==> src/rtl/fp_rsp_collector_if.sv <==
// Response handshake bundle between NUM_CORES FP cores and the merged FPU
// writeback stream; the collector sits on the slave side.
interface fp_rsp_collector_if #(
  parameter int NUM_CORES = 4,
  parameter int TAGW      = 1,
  parameter int LANES     = 1
);
  localparam int CW = (NUM_CORES > 1) ? $clog2(NUM_CORES) : 1;

  logic [NUM_CORES-1:0]          valid_in;
  logic [NUM_CORES-1:0]          ready_in;
  logic [NUM_CORES*TAGW-1:0]     tag_in;
  logic [NUM_CORES*LANES*32-1:0] result_in;
  logic [NUM_CORES-1:0]          has_fflags_in;
  logic [NUM_CORES*LANES*5-1:0]  fflags_in;

  logic                          valid_out;
  logic                          ready_out;
  logic [TAGW-1:0]               tag_out;
  logic [LANES*32-1:0]           result_out;
  logic                          has_fflags_out;
  logic [LANES*5-1:0]            fflags_out;
  logic [CW-1:0]                 core_out;

  modport slave (
    input  valid_in, tag_in, result_in, has_fflags_in, fflags_in, ready_out,
    output ready_in, valid_out, tag_out, result_out, has_fflags_out, fflags_out, core_out
  );

  modport master (
    output valid_in, tag_in, result_in, has_fflags_in, fflags_in, ready_out,
    input  ready_in, valid_out, tag_out, result_out, has_fflags_out, fflags_out, core_out
  );
endinterface

==> src/rtl/fp_rsp_collector.sv <==
// Round-robin merge of NUM_CORES fixed-latency FP core responses into one
// writeback stream through a 2-entry FIFO.
module fp_rsp_collector #(
  parameter int NUM_CORES = 4,
  parameter int TAGW      = 1,
  parameter int LANES     = 1
) (
  input  logic clk,
  input  logic reset,
  fp_rsp_collector_if.slave bus
);
  localparam int CW = (NUM_CORES > 1) ? $clog2(NUM_CORES) : 1;
  localparam int RW = LANES * 32;
  localparam int FW = LANES * 5;

  logic [CW-1:0]   rr_ptr;
  logic [CW-1:0]   grant;
  logic [CW-1:0]   idx;
  logic            found;
  int              probe;
  logic            grant_valid;
  logic            push;
  logic            pop;

  logic            head;
  logic            tail;
  logic [1:0]      count;

  logic [TAGW-1:0] tag_q  [2];
  logic [RW-1:0]   res_q  [2];
  logic [1:0]      hf_q;
  logic [FW-1:0]   ff_q   [2];
  logic [CW-1:0]   core_q [2];

  logic [TAGW-1:0] tag_sel;
  logic [RW-1:0]   res_sel;
  logic            hf_sel;
  logic [FW-1:0]   ff_sel;

  // Scan from rr_ptr with explicit wrap so non-power-of-2 core counts never index past the end.
  always_comb begin
    grant = '0;
    found = 1'b0;
    probe = 0;
    idx   = '0;
    for (int i = 0; i < NUM_CORES; i++) begin
      probe = int'(rr_ptr) + i;
      if (probe >= NUM_CORES) probe = probe - NUM_CORES;
      idx = CW'(probe);
      if (!found && bus.valid_in[idx]) begin
        found = 1'b1;
        grant = idx;
      end
    end
  end

  assign grant_valid = |bus.valid_in;
  assign push        = grant_valid && (count != 2'd2);
  assign pop         = (count != 2'd0) && bus.ready_out;

  always_comb begin
    bus.ready_in = '0;
    if (push) bus.ready_in[grant] = 1'b1;
  end

  assign tag_sel = bus.tag_in[int'(grant)*TAGW +: TAGW];
  assign res_sel = bus.result_in[int'(grant)*RW +: RW];
  assign hf_sel  = bus.has_fflags_in[grant];
  assign ff_sel  = hf_sel ? bus.fflags_in[int'(grant)*FW +: FW] : '0;

  always_ff @(posedge clk) begin
    if (reset) begin
      rr_ptr <= '0;
      head   <= 1'b0;
      tail   <= 1'b0;
      count  <= 2'd0;
      hf_q   <= '0;
      for (int i = 0; i < 2; i++) begin
        tag_q[i]  <= '0;
        res_q[i]  <= '0;
        ff_q[i]   <= '0;
        core_q[i] <= '0;
      end
    end else begin
      if (push) begin
        tag_q[tail]  <= tag_sel;
        res_q[tail]  <= res_sel;
        hf_q[tail]   <= hf_sel;
        ff_q[tail]   <= ff_sel;
        core_q[tail] <= grant;
        tail         <= ~tail;
        rr_ptr       <= (grant == CW'(NUM_CORES - 1)) ? '0 : grant + CW'(1);
      end
      if (pop) head <= ~head;
      case ({push, pop})
        2'b10:   count <= count + 2'd1;
        2'b01:   count <= count - 2'd1;
        default: count <= count;
      endcase
    end
  end

  assign bus.valid_out      = (count != 2'd0);
  assign bus.tag_out        = tag_q[head];
  assign bus.result_out     = res_q[head];
  assign bus.has_fflags_out = hf_q[head];
  assign bus.fflags_out     = ff_q[head];
  assign bus.core_out       = core_q[head];
endmodule

==> src/flat_wrapper.sv <==
// flat-port wrapper written by rule: the top's interface ports become plain ports
module fp_rsp_collector_flat 
#(
  parameter int NUM_CORES = 4,
  parameter int TAGW      = 1,
  parameter int LANES     = 1
)
  (clk, reset, bus_valid_in, bus_tag_in, bus_result_in, bus_has_fflags_in, bus_fflags_in, bus_ready_out, bus_ready_in, bus_valid_out, bus_tag_out, bus_result_out, bus_has_fflags_out, bus_fflags_out, bus_core_out);
  fp_rsp_collector_if #(.NUM_CORES(NUM_CORES), .TAGW(TAGW), .LANES(LANES)) bus_i ();
  input  logic clk;
  input  logic reset;
  input wire logic [$bits(bus_i.valid_in)-1:0] bus_valid_in;
  input wire logic [$bits(bus_i.tag_in)-1:0] bus_tag_in;
  input wire logic [$bits(bus_i.result_in)-1:0] bus_result_in;
  input wire logic [$bits(bus_i.has_fflags_in)-1:0] bus_has_fflags_in;
  input wire logic [$bits(bus_i.fflags_in)-1:0] bus_fflags_in;
  input wire logic [$bits(bus_i.ready_out)-1:0] bus_ready_out;
  output wire logic [$bits(bus_i.ready_in)-1:0] bus_ready_in;
  output wire logic [$bits(bus_i.valid_out)-1:0] bus_valid_out;
  output wire logic [$bits(bus_i.tag_out)-1:0] bus_tag_out;
  output wire logic [$bits(bus_i.result_out)-1:0] bus_result_out;
  output wire logic [$bits(bus_i.has_fflags_out)-1:0] bus_has_fflags_out;
  output wire logic [$bits(bus_i.fflags_out)-1:0] bus_fflags_out;
  output wire logic [$bits(bus_i.core_out)-1:0] bus_core_out;
  assign bus_i.valid_in = bus_valid_in;
  assign bus_i.tag_in = bus_tag_in;
  assign bus_i.result_in = bus_result_in;
  assign bus_i.has_fflags_in = bus_has_fflags_in;
  assign bus_i.fflags_in = bus_fflags_in;
  assign bus_i.ready_out = bus_ready_out;
  assign bus_ready_in = bus_i.ready_in;
  assign bus_valid_out = bus_i.valid_out;
  assign bus_tag_out = bus_i.tag_out;
  assign bus_result_out = bus_i.result_out;
  assign bus_has_fflags_out = bus_i.has_fflags_out;
  assign bus_fflags_out = bus_i.fflags_out;
  assign bus_core_out = bus_i.core_out;
  fp_rsp_collector #(.NUM_CORES(NUM_CORES), .TAGW(TAGW), .LANES(LANES)) u_core (.clk(clk), .reset(reset), .bus(bus_i));
endmodule
==> config.mk <==
export PLATFORM = sky130hd
export DESIGN_NAME = fp_rsp_collector_flat
export DESIGN_NICKNAME = d
export VERILOG_FILES = /design/src/rtl/fp_rsp_collector_if.sv /design/src/rtl/fp_rsp_collector.sv /design/src/flat_wrapper.sv
export SDC_FILE = /design/constraint.sdc
export NUM_CORES = 1
export LEC_CHECK = 0
export BUFFER_PORTS_ARGS = -buffer_cell sky130_fd_sc_hd__buf_2
export CORE_MARGIN = 2
export CORE_UTILIZATION = 30
export DETAILED_ROUTE_END_ITERATION = 8
export SLEW_MARGIN = 10
export SYNTH_ARGS = -nofsm -noshare
export SYNTH_HDL_FRONTEND = slang
export SYNTH_SLANG_ARGS = --single-unit
export TNS_END_PERCENT = 100
==> constraint.sdc <==
create_clock -name clk -period 2.3 [get_ports clk]
set_clock_uncertainty 0.2 [all_clocks]
set_input_delay 0 -clock clk [delete_from_list [all_inputs] [get_ports clk]]
set_output_delay 0 -clock clk [all_outputs]
set_load 0.005 [all_outputs]
==> impl_metrics.toml, run 1 <==
[sta]
period_needed_ps = 2160
final.period_utilization_pct = 94.1
worst_pin_slew_ps = 393
fmax_mhz = 462
rsz0062_at_grt = "false"
hold_viol_final = 0
setup_viol = 0
final_max_slew_viol_count = 0
max-slew-margin-rel_pct = 73.8
final.setup.tns_ps = 0

[cts]
numCtsBuffers = 9
cts_tree = "yes"
cts_buffer_depth = 2
cts_root_buffer = "clkbuf_16"
insertion_delay_ps = 340
path_clk_slew_ps = 60
htreeDepth = 3
cts_sinks = 89

[die]
die-height_um = 135
ios = 209
core.rowCount = 48
start_util_pct = 30.3
design.core.area_um2 = 17100
die_x_um = 135
die-area_um2 = 18400

[layout]
area_growth_pct = 34.9
fin_nets = 809
fin_util_pct = 40.9
fillers = 1668
drive_gt1_share_pct = 54.0
diodes = 0

[global_route]
grt_overflow = 0
met3_usage_pct = 3.37
antenna_found_initial = 0
grtUsageMet1_pct = 15.6
grt_max_degree = 31
grt_pass1_vias = 4264
grt.busiest_layer = "met2"
grt_usage_pct = 14.5
use_met2_pct = 27.6
grt_pass1_wl_um = 20600

[logic_synthesis]
yosys.area_share.adder_pct = 1.21
avgSynthCellArea_um2 = 12.6
syn_nets = 579
syn_area_um2 = 5190
synth_top_family_by_area = "multiplexers"
synthTopCellsByCount = "edfxtp_1, nor2_1, mux2_2"
synth-simple-area-share_pct = 9.12
yosysSeqAreaShare_pct = 49.8
synth.most_common_cell = "edfxtp_1"
yosysTopAreaCell = "edfxtp_1"
yosysUniqueCellTypes = 40
synthMuxAreaShare_pct = 31.5
synth_compound_area_share_pct = 3.28
async_reset_ff_share_pct = 0
synth-xor-area-share_pct = 0.675
synthTopCellsByArea = "edfxtp_1, mux2_2, mux2i_1"
synth-edff-count = 80
synth_cells = 411
ys_warn_count = 0
synth-seq-cells = 89
synth_flop_cell = "edfxtp_1"
yosysTopAreaCellShare_pct = 46.3

[routing]
wl_um = 13600
dr.pass1.iters = 4
routedWlPerCell_um = 15.6
vias = 4026
drc = 0
ant_nets = 0
vias_per_cell = 4.62
initialDrtViolationCount = 107

[status]
outcome = "complete, no violations"

[critical_path]
crit_slowest_cell = "dfxtp_1"
path_class = "flip-flop to primary output"
startpoint_type = "flip-flop"
worstPathRequired_ps = 2100
ff2ff_setup_slack_ps = 170
path_buf_inv = 2
crit_family = "simple AND/OR/NAND/NOR gates"
path_cells = "nor2b_1, nor2_2, o22a_4, clkinvlp_4, ha_1, and2_1, buf_2"
endpoint_kind = "primary output"
critical_path.max_stage_delay_ps = 390
worstPathMaxFanout = 7
critPathArrivalTime_ps = 1960

[power]
power_density_nw_per_um2 = 1180
power.leakage_nw = 3.15
vdd_drop_max_uv = 537

[placement]
port_buffers = 208
hpwl_um = 9600
gp_congestion = 0.821

[flow_run]
maxCapViolations = 0

[worst_hold_path]
hold_path.class = "input pin to flip-flop"
[logic make-up (layout without fill, tap and decap cells)]
family                     after synthesis  in the layout
DFF                                     89             89
AOI/OAI and AO/OA                       20             21
adders and majority gates                5              5
muxes                                  153            153
xor gates and xnor gates                 4              4
buffers and inverters                   35            269
and+or+nand+nor                        105            105
[cell type report]
| class | count | area [um^2] | share of cell area, % |
|---|---|---|---|
| sequential | 89 | 2580 | 36.9 |
| clock inverter | 7 | 61.3 | 0.876 |
| multi-input combinational | 288 | 2400 | 34.3 |
| tap | 225 | 282 | 4.02 |
| clock buffer | 9 | 225 | 3.22 |
| inverter | 7 | 32.5 | 0.465 |
| timing repair buffer | 246 | 1420 | 20.2 |
[placed cells by master (no fill, tap or decap), types with 3 or more instances in the layout]
cell           Yosys  routed
edfxtp_1          80      80
ha_1               5       5
dlygate4sd3_1      0       9
nor2_1            79      78
xnor2_1            3       3
a211oi_1           5       5
nor3_2             4       4
mux2_2            77      77
dfxtp_1            9       8
clkinv_2           0       3
and3_1             4       4
buf_12             0       5
and2_1             5       5
clkbuf_16          0       9
or2_2              2       3
inv_1              6       5
buf_2              6     208
buf_4              3      23
mux2i_1           75      75
[flip-flops by register name, summed over array words and instances (netlist names), named ones only]
name,flops
u_core.core_q,4
u_core.count,2
u_core.ff_q,10
u_core.head,1
u_core.hf_q,2
u_core.res_q,64
u_core.rr_ptr,2
u_core.tag_q,2
u_core.tail,1
[power breakdown]
part	internal (mW)	switching (mW)	leakage [nW]
Sequential	2.63	0.198	0.948
Clock	0.830	0.590	0.144
Combinational	2.04	2.00	2.06
[routing by layer]
layer | up-vias | part of all wire (%)
met5 | - | 0
met4 | 0 | 2.2
met3 | 25 | 4.7
met2 | 105 | 54
met1 | 1936 | 39
li1 | 1960 | -
[final timing paths]
path	start	to	cells past startpoint
hold reg to reg	u_core.hf_q[0]	u_core.hf_q[0]	2
hold / removal	bus_result_in[46]	u_core.res_q[1][14]	4
setup / recovery	u_core.rr_ptr[0]	bus_ready_in[1]	7
setup reg to reg	u_core.rr_ptr[0]	u_core.ff_q[0][2]	7
[timing repair]
item	CTS	global route
hold buffers	9	0
setup endpoints to repair	3	48
buffers inserted	0	10
pin swaps	2	2
cloned	0	1
resized for setup	1	3
endpoints found under the hold margin	13	0
[tightest hold or removal path: cells and delay by family]
kind | cells | cell delay, ps
and+or+nand+nor | 1 | 30
muxes | 2 | 280
buffers and inverters | 1 | 100
[metrics by stage]
step | area [um^2] | hold slack, ps | setup WS, ps | instances | total power, mW
2_1_floorplan | 5190 | -6.43 | 249 | 411 | 5.43
3_3_place_gp | 6510 | 113 | 163 | 835 | 6.69
3_5_place_dp | 6510 | 134 | 75.5 | 835 | 6.83
4_1_cts | 6890 | 13.0 | 9.23 | 860 | 8.31
5_1_grt | 7000 | 23.7 | 3.92 | 871 | 8.86
6_report | 7000 | 29.2 | 136 | 871 | 8.28
Note: power is estimated with default switching activity, not from simulation.
==> inputs of run 2 (changes only) <==
--- a/config.mk
+++ b/config.mk
@@ -8,2 +8,3 @@
 export BUFFER_PORTS_ARGS = -buffer_cell sky130_fd_sc_hd__buf_2
+export CAP_MARGIN = 30
 export CORE_MARGIN = 2
==> constraint.sdc (replaced) <==
create_clock -name clk -period 2.3 [get_ports clk]
set_clock_uncertainty 0.2 [all_clocks]
set_input_delay 0.115 -clock clk [delete_from_list [all_inputs] [get_ports clk]]
set_output_delay 0.115 -clock clk [all_outputs]
set_load 0.005 [all_outputs]
==> impl_metrics.toml, run 2 (synthesized netlist as in run 1, its figures left out) <==
[die]
core.rowCount = 48
start_util_pct = 30.3
die-area_um2 = 18400
die_x_um = 135
die-height_um = 135
ios = 209
design.core.area_um2 = 17100

[sta]
worst_pin_slew_ps = 406
hold_viol_final = 0
max-slew-margin-rel_pct = 72.9
rsz0062_at_grt = "true"
final_max_slew_viol_count = 0
final.period_utilization_pct = 98.6
setup_viol = 0
holdWs_ps = 16.9
final.setup.tns_ps = 0
period_needed_ps = 2270
fmax_mhz = 441

[critical_path]
startpoint_type = "flip-flop"
critPathArrivalTime_ps = 1950
critical_path.max_stage_delay_ps = 350
r2r_cells = 9
path_cells = "nor2b_2, a21oi_2, nor2_2, a211oi_4, buf_12, clkinvlp_4, ha_2, and2_1, buf_2"
crit_end = "bus_ready_in[0]"
ff2ff_setup_slack_ps = 50
path_class = "flip-flop to primary output"
crit_cells = 9
r2r_end = "u_core.ff_q[0][1]"
crit_slowest_cell = "dfxtp_2"
endpoint_kind = "primary output"
r2r_start = "u_core.rr_ptr[0]"
cp-startpoint = "u_core.rr_ptr[0]"
crit_family = "compound AO/OA/AOI/OAI gates"
worstPathRequired_ps = 1990
path_buf_inv = 3
worstPathMaxFanout = 3

[layout]
final_area_um2 = 7080
final_common_cell = "buf_2"
largest_reg_flops = 64
final_cell_count_no_fill = 867
fin_nets = 806
area_growth_pct = 36.5
mostFrequentLayoutCells = "buf_2, edfxtp_1, nor2_1, mux2_2, mux2i_1"
regMostFlops = "u_core.res_q"
fin_util_pct = 41.4
diodes = 0
reg_top3 = "u_core.res_q: 64 flops, u_core.ff_q: 10 flops, u_core.core_q: 4 flops"
drive_gt1_share_pct = 55.8

[cts]
cts_root_buffer = "clkbuf_16"
cts_buffer_depth = 2
insertion_delay_ps = 340
numCtsBuffers = 9
htreeDepth = 3
path_clk_slew_ps = 60
cts_tree = "yes"
cts_sinks = 89

[placement]
gp_congestion = 0.778
port_buffers = 208
dp.cells = 835
hpwl_um = 9460
postPlaceCellArea_um2 = 6530

[global_route]
grt_pass1_wl_um = 20300
antenna_found_initial = 0
grt_overflow = 0
grt_pass1_vias = 4155
grt_usage_pct = 14.5
grt_max_degree = 33

[routing]
ant_nets = 0
drt-met1-wl_um = 5380
vias_per_cell = 4.63
met3_length_um = 641
initialDrtViolationCount = 160
dr.pass1.iters = 4
top_layer = "met4"
vias = 4011
wl_um = 13400
routedWlPerCell_um = 15.5
drc = 0
dr_wl_met2_um = 7140

[power]
vdd_drop_max_uv = 590
power_density_nw_per_um2 = 1220
internal_power_mw = 5.80
power.leakage_nw = 3.18
p_sw_share_pct = 32.7
power_frac_seq_pct = 32.8
clockPowerShare_pct = 17.7
p_switching_mw = 2.82
comb_power_share_pct = 49.6

[flow_run]
maxCapViolations = 0

[status]
outcome = "complete, no violations"

[worst_hold_path]
hold_start = "bus_ready_out"
hold_path.class = "input pin to flip-flop"
-- run 2: final cells by class --
cell class                 count  area, um^2
clock buffer                  11         233
clock inverter                 4        68.8
fill                        1652       10000
inverter                       7        36.3
multi-input combinational    287        2420
sequential                    89        2580
tap                          225         282
timing repair buffer         244        1460
-- run 2: routing by layer --
| layer | global-route usage [%] | vias to the layer above |
|---|---|---|
| li1 | - | 1953 |
| met2 | 27.2 | 106 |
| met5 | 0 | - |
| met3 | 2.69 | 22 |
| met4 | 6.02 | 0 |
| met1 | 15.9 | 1930 |
-- run 2: worst min path at each step --
stage                      to  slack [ps]  cells after the start
6_report            flip-flop          20                      4
5_1_grt             flip-flop          60                      4
4_1_cts             flip-flop           9                      4
3_5_place_dp      u_core.head         230                      2
3_3_place_gp      u_core.tail         230                      2
2_1_floorplan  u_core.hf_q[0]         110                      2
-- run 2: power by group through the flow --
stage / sequential (mW) / clock, mW / combinational [mW]
after CTS: 2.83 / 1.57 / 4.21
after floorplan: 2.81 / 0 / 2.62
after global routing: 2.89 / 1.65 / 4.66
final: 2.82 / 1.52 / 4.27
after global placement: 2.81 / 0 / 3.88
after detailed placement: 2.86 / 0 / 3.96
-- run 2: stage by stage --
step,setup WS (ps),power (mW)
final,32.3,8.61
after global routing,-64.5,9.20
after CTS,17.2,8.61
after detailed placement,178,6.82
after global placement,202,6.70
after floorplan,249,5.43
-- run 2: what timing repair did --
| action | in CTS | in global routing |
|---|---|---|
| buffers inserted | 4 | 9 |
| setup endpoints to repair | 3 | 12 |
| pin swaps | 1 | 3 |
| gates resized for setup | 1 | 11 |
| endpoints found under the hold margin | 7 | 0 |
| cloned | 2 | 0 |
| hold buffers | 2 | 0 |
-- run 2: tightest hold or removal path: cells and delay by family --
| family | cells | cell delay [ps] |
|---|---|---|
| AND/OR/NAND/NOR | 2 | 240 |
| buffers and inverters | 1 | 70 |
| XOR/XNOR | 1 | 90 |
==> inputs of run 3 (changes only) <==
--- a/constraint.sdc
+++ b/constraint.sdc
@@ -4,2 +4,2 @@
 set_output_delay 0.115 -clock clk [all_outputs]
-set_load 0.005 [all_outputs]
+set_load 0.05 [all_outputs]
==> impl_metrics.toml, run 3 (synthesized netlist as in run 1, its figures left out) <==
[global_route]
grt_usage_pct = 15.0
grt_pass1_vias = 4185
grt_max_degree = 28
grt_overflow = 0
grt_pass1_wl_um = 20800
antenna_found_initial = 0

[cts]
cts_sinks = 89
htreeDepth = 3
path_clk_slew_ps = 60
cts_root_buffer = "clkbuf_16"
cts_tree = "yes"
cts_buffer_depth = 2
insertion_delay_ps = 340
numCtsBuffers = 9

[critical_path]
path_class = "flip-flop to primary output"
crit_slowest_cell = "dfxtp_4"
startpoint_type = "flip-flop"
critical_path.max_stage_delay_ps = 370
r2r_end = "u_core.res_q[0][2]"
worstPathRequired_ps = 1990
r2r_cells = 9
endpoint_kind = "primary output"
path_buf_inv = 3
worstPathMaxFanout = 4
r2r_start = "u_core.rr_ptr[0]"
cp-startpoint = "u_core.rr_ptr[0]"
critPathArrivalTime_ps = 2020
path_cells = "nor2b_4, a21oi_2, nor2_2, a211oi_4, buf_12, clkinvlp_4, ha_4, and2_4, buf_8"
crit_family = "buffers and inverters"
ff2ff_setup_slack_ps = 70

[die]
die_x_um = 135
design.core.area_um2 = 17100
ios = 209
start_util_pct = 30.3
core.rowCount = 48
die-height_um = 135
die-area_um2 = 18400

[status]
violations = "setup timing"
outcome = "complete, but fails checks"

[layout]
reg_top3 = "u_core.res_q: 64 flops, u_core.ff_q: 10 flops, u_core.core_q: 4 flops"
diodes = 0
drive_gt1_share_pct = 56.3
area_growth_pct = 36.6
regMostFlops = "u_core.res_q"
fin_nets = 806
final_area_um2 = 7090
largest_reg_flops = 64
mostFrequentLayoutCells = "buf_2, edfxtp_1, nor2_1, mux2_2, mux2i_1"
fillers = 1645
final_common_cell = "buf_2"

[power]
vdd_drop_max_uv = 962
power_density_nw_per_um2 = 1450
p_total_mw = 10.3
p_sw_share_pct = 45.3
internal_power_mw = 5.63
p_switching_mw = 4.66
power_frac_seq_pct = 27.5
power.leakage_nw = 3.18
comb_power_share_pct = 59.4
clockPowerShare_pct = 13.1

[sta]
rsz0062_at_grt = "true"
hold_viol_final = 0
setup_ws_ps = -34.2
final.period_utilization_pct = 101
max-slew-margin-rel_pct = 74.5
final_max_slew_viol_count = 0
worst_pin_slew_ps = 382
setup_viol = 2
fmax_mhz = 428
holdWs_ps = 24.6
period_needed_ps = 2330

[placement]
postPlaceCellArea_um2 = 6530
port_buffers = 208
gp_congestion = 0.771
hpwl_um = 9550

[routing]
ant_nets = 0
wl_um = 13900
vias_per_cell = 4.61
dr.pass1.iters = 4
initialDrtViolationCount = 153
vias = 4005
drc = 0
routedWlPerCell_um = 16.0

[worst_hold_path]
holdPathStages = 4
hold_path.class = "input pin to flip-flop"
hold_start = "bus_ready_out"

[flow_run]
maxCapViolations = 0
==> run 3: changes by cell type in the layout (fill, tap and decap cells not counted), moves of 2 or more <==
| cell | delta |
|---|---|
| buf_12 | -2 |
| clkinv_4 | +3 |
| buf_2 | -4 |
| buf_6 | +4 |
| and2_4 | +2 |
| clkbuf_1 | -2 |
| ha_2 | -2 |
| and2_1 | -2 |
| bufinv_16 | -2 |
| clkbuf_16 | +2 |
==> run 3: layout make-up <==
class	instances	area, um^2	area share [%]
multi-input cells	287	2430	34.4
flip-flops and latches	89	2590	36.5
inverters	7	36.3	0.512
clock buffers	9	225	3.18
clock inverters	7	47.5	0.671
well taps	225	282	3.97
repair buffers	244	1480	20.8
==> run 3: stage by stage <==
| stage | setup WS (ps) | instances | TNS [ps] | util, % |
|---|---|---|---|---|
| finish | -34.2 | 868 | -63.6 | 41.4 |
| global route | -128 | 868 | -384 | 41.4 |
| CTS | 9.22 | 862 | 0 | 40.7 |
| detailed placement | 94.2 | 835 | 0 | 38.1 |
| global placement | 51.7 | 835 | 0 | 38.1 |
| floorplan | 152 | 411 | 0 | - |
==> run 3: routing by layer <==
layer  track usage, %  wire (um)
met5                0          0
met4             3.76        181
met1             15.9       5520
met3             3.78        559
met2             29.3       7610
==> run 3: worst min-delay path, stage by stage <==
cell and delay, ps:
buf_2 70, and2_1 170, xnor2_1 90, nor2_1 80
==> run 3: worst max-delay path by stage <==
stage	endpoint	cells after the start
after floorplan	bus_ready_in[0]	8
after global placement	u_core.res_q[1][15]	7
after detailed placement	u_core.res_q[0][15]	7
after CTS	bus_ready_in[2]	9
after global routing	bus_ready_in[0]	9
final	bus_ready_in[0]	9
==> run 3: power groups by stage <==
stage | Clock [mW] | Combinational [mW] | Sequential [mW]
final | 1.35 | 6.11 | 2.83
after global placement | 0 | 5.65 | 2.81
after global routing | 1.46 | 6.49 | 2.91
after floorplan | 0 | 4.41 | 2.81
after detailed placement | 0 | 5.73 | 2.86
after CTS | 1.40 | 6.04 | 2.83
==> run 3: timing repair <==
| action | CTS | global route |
|---|---|---|
| hold buffers | 2 | 0 |
| pin swaps | 2 | 5 |
| resized for setup | 11 | 17 |
| gates cloned | 2 | 2 |
| buffers inserted | 7 | 5 |
| endpoints found under the hold margin | 7 | 0 |
| endpoints found under the setup margin | 4 | 33 |
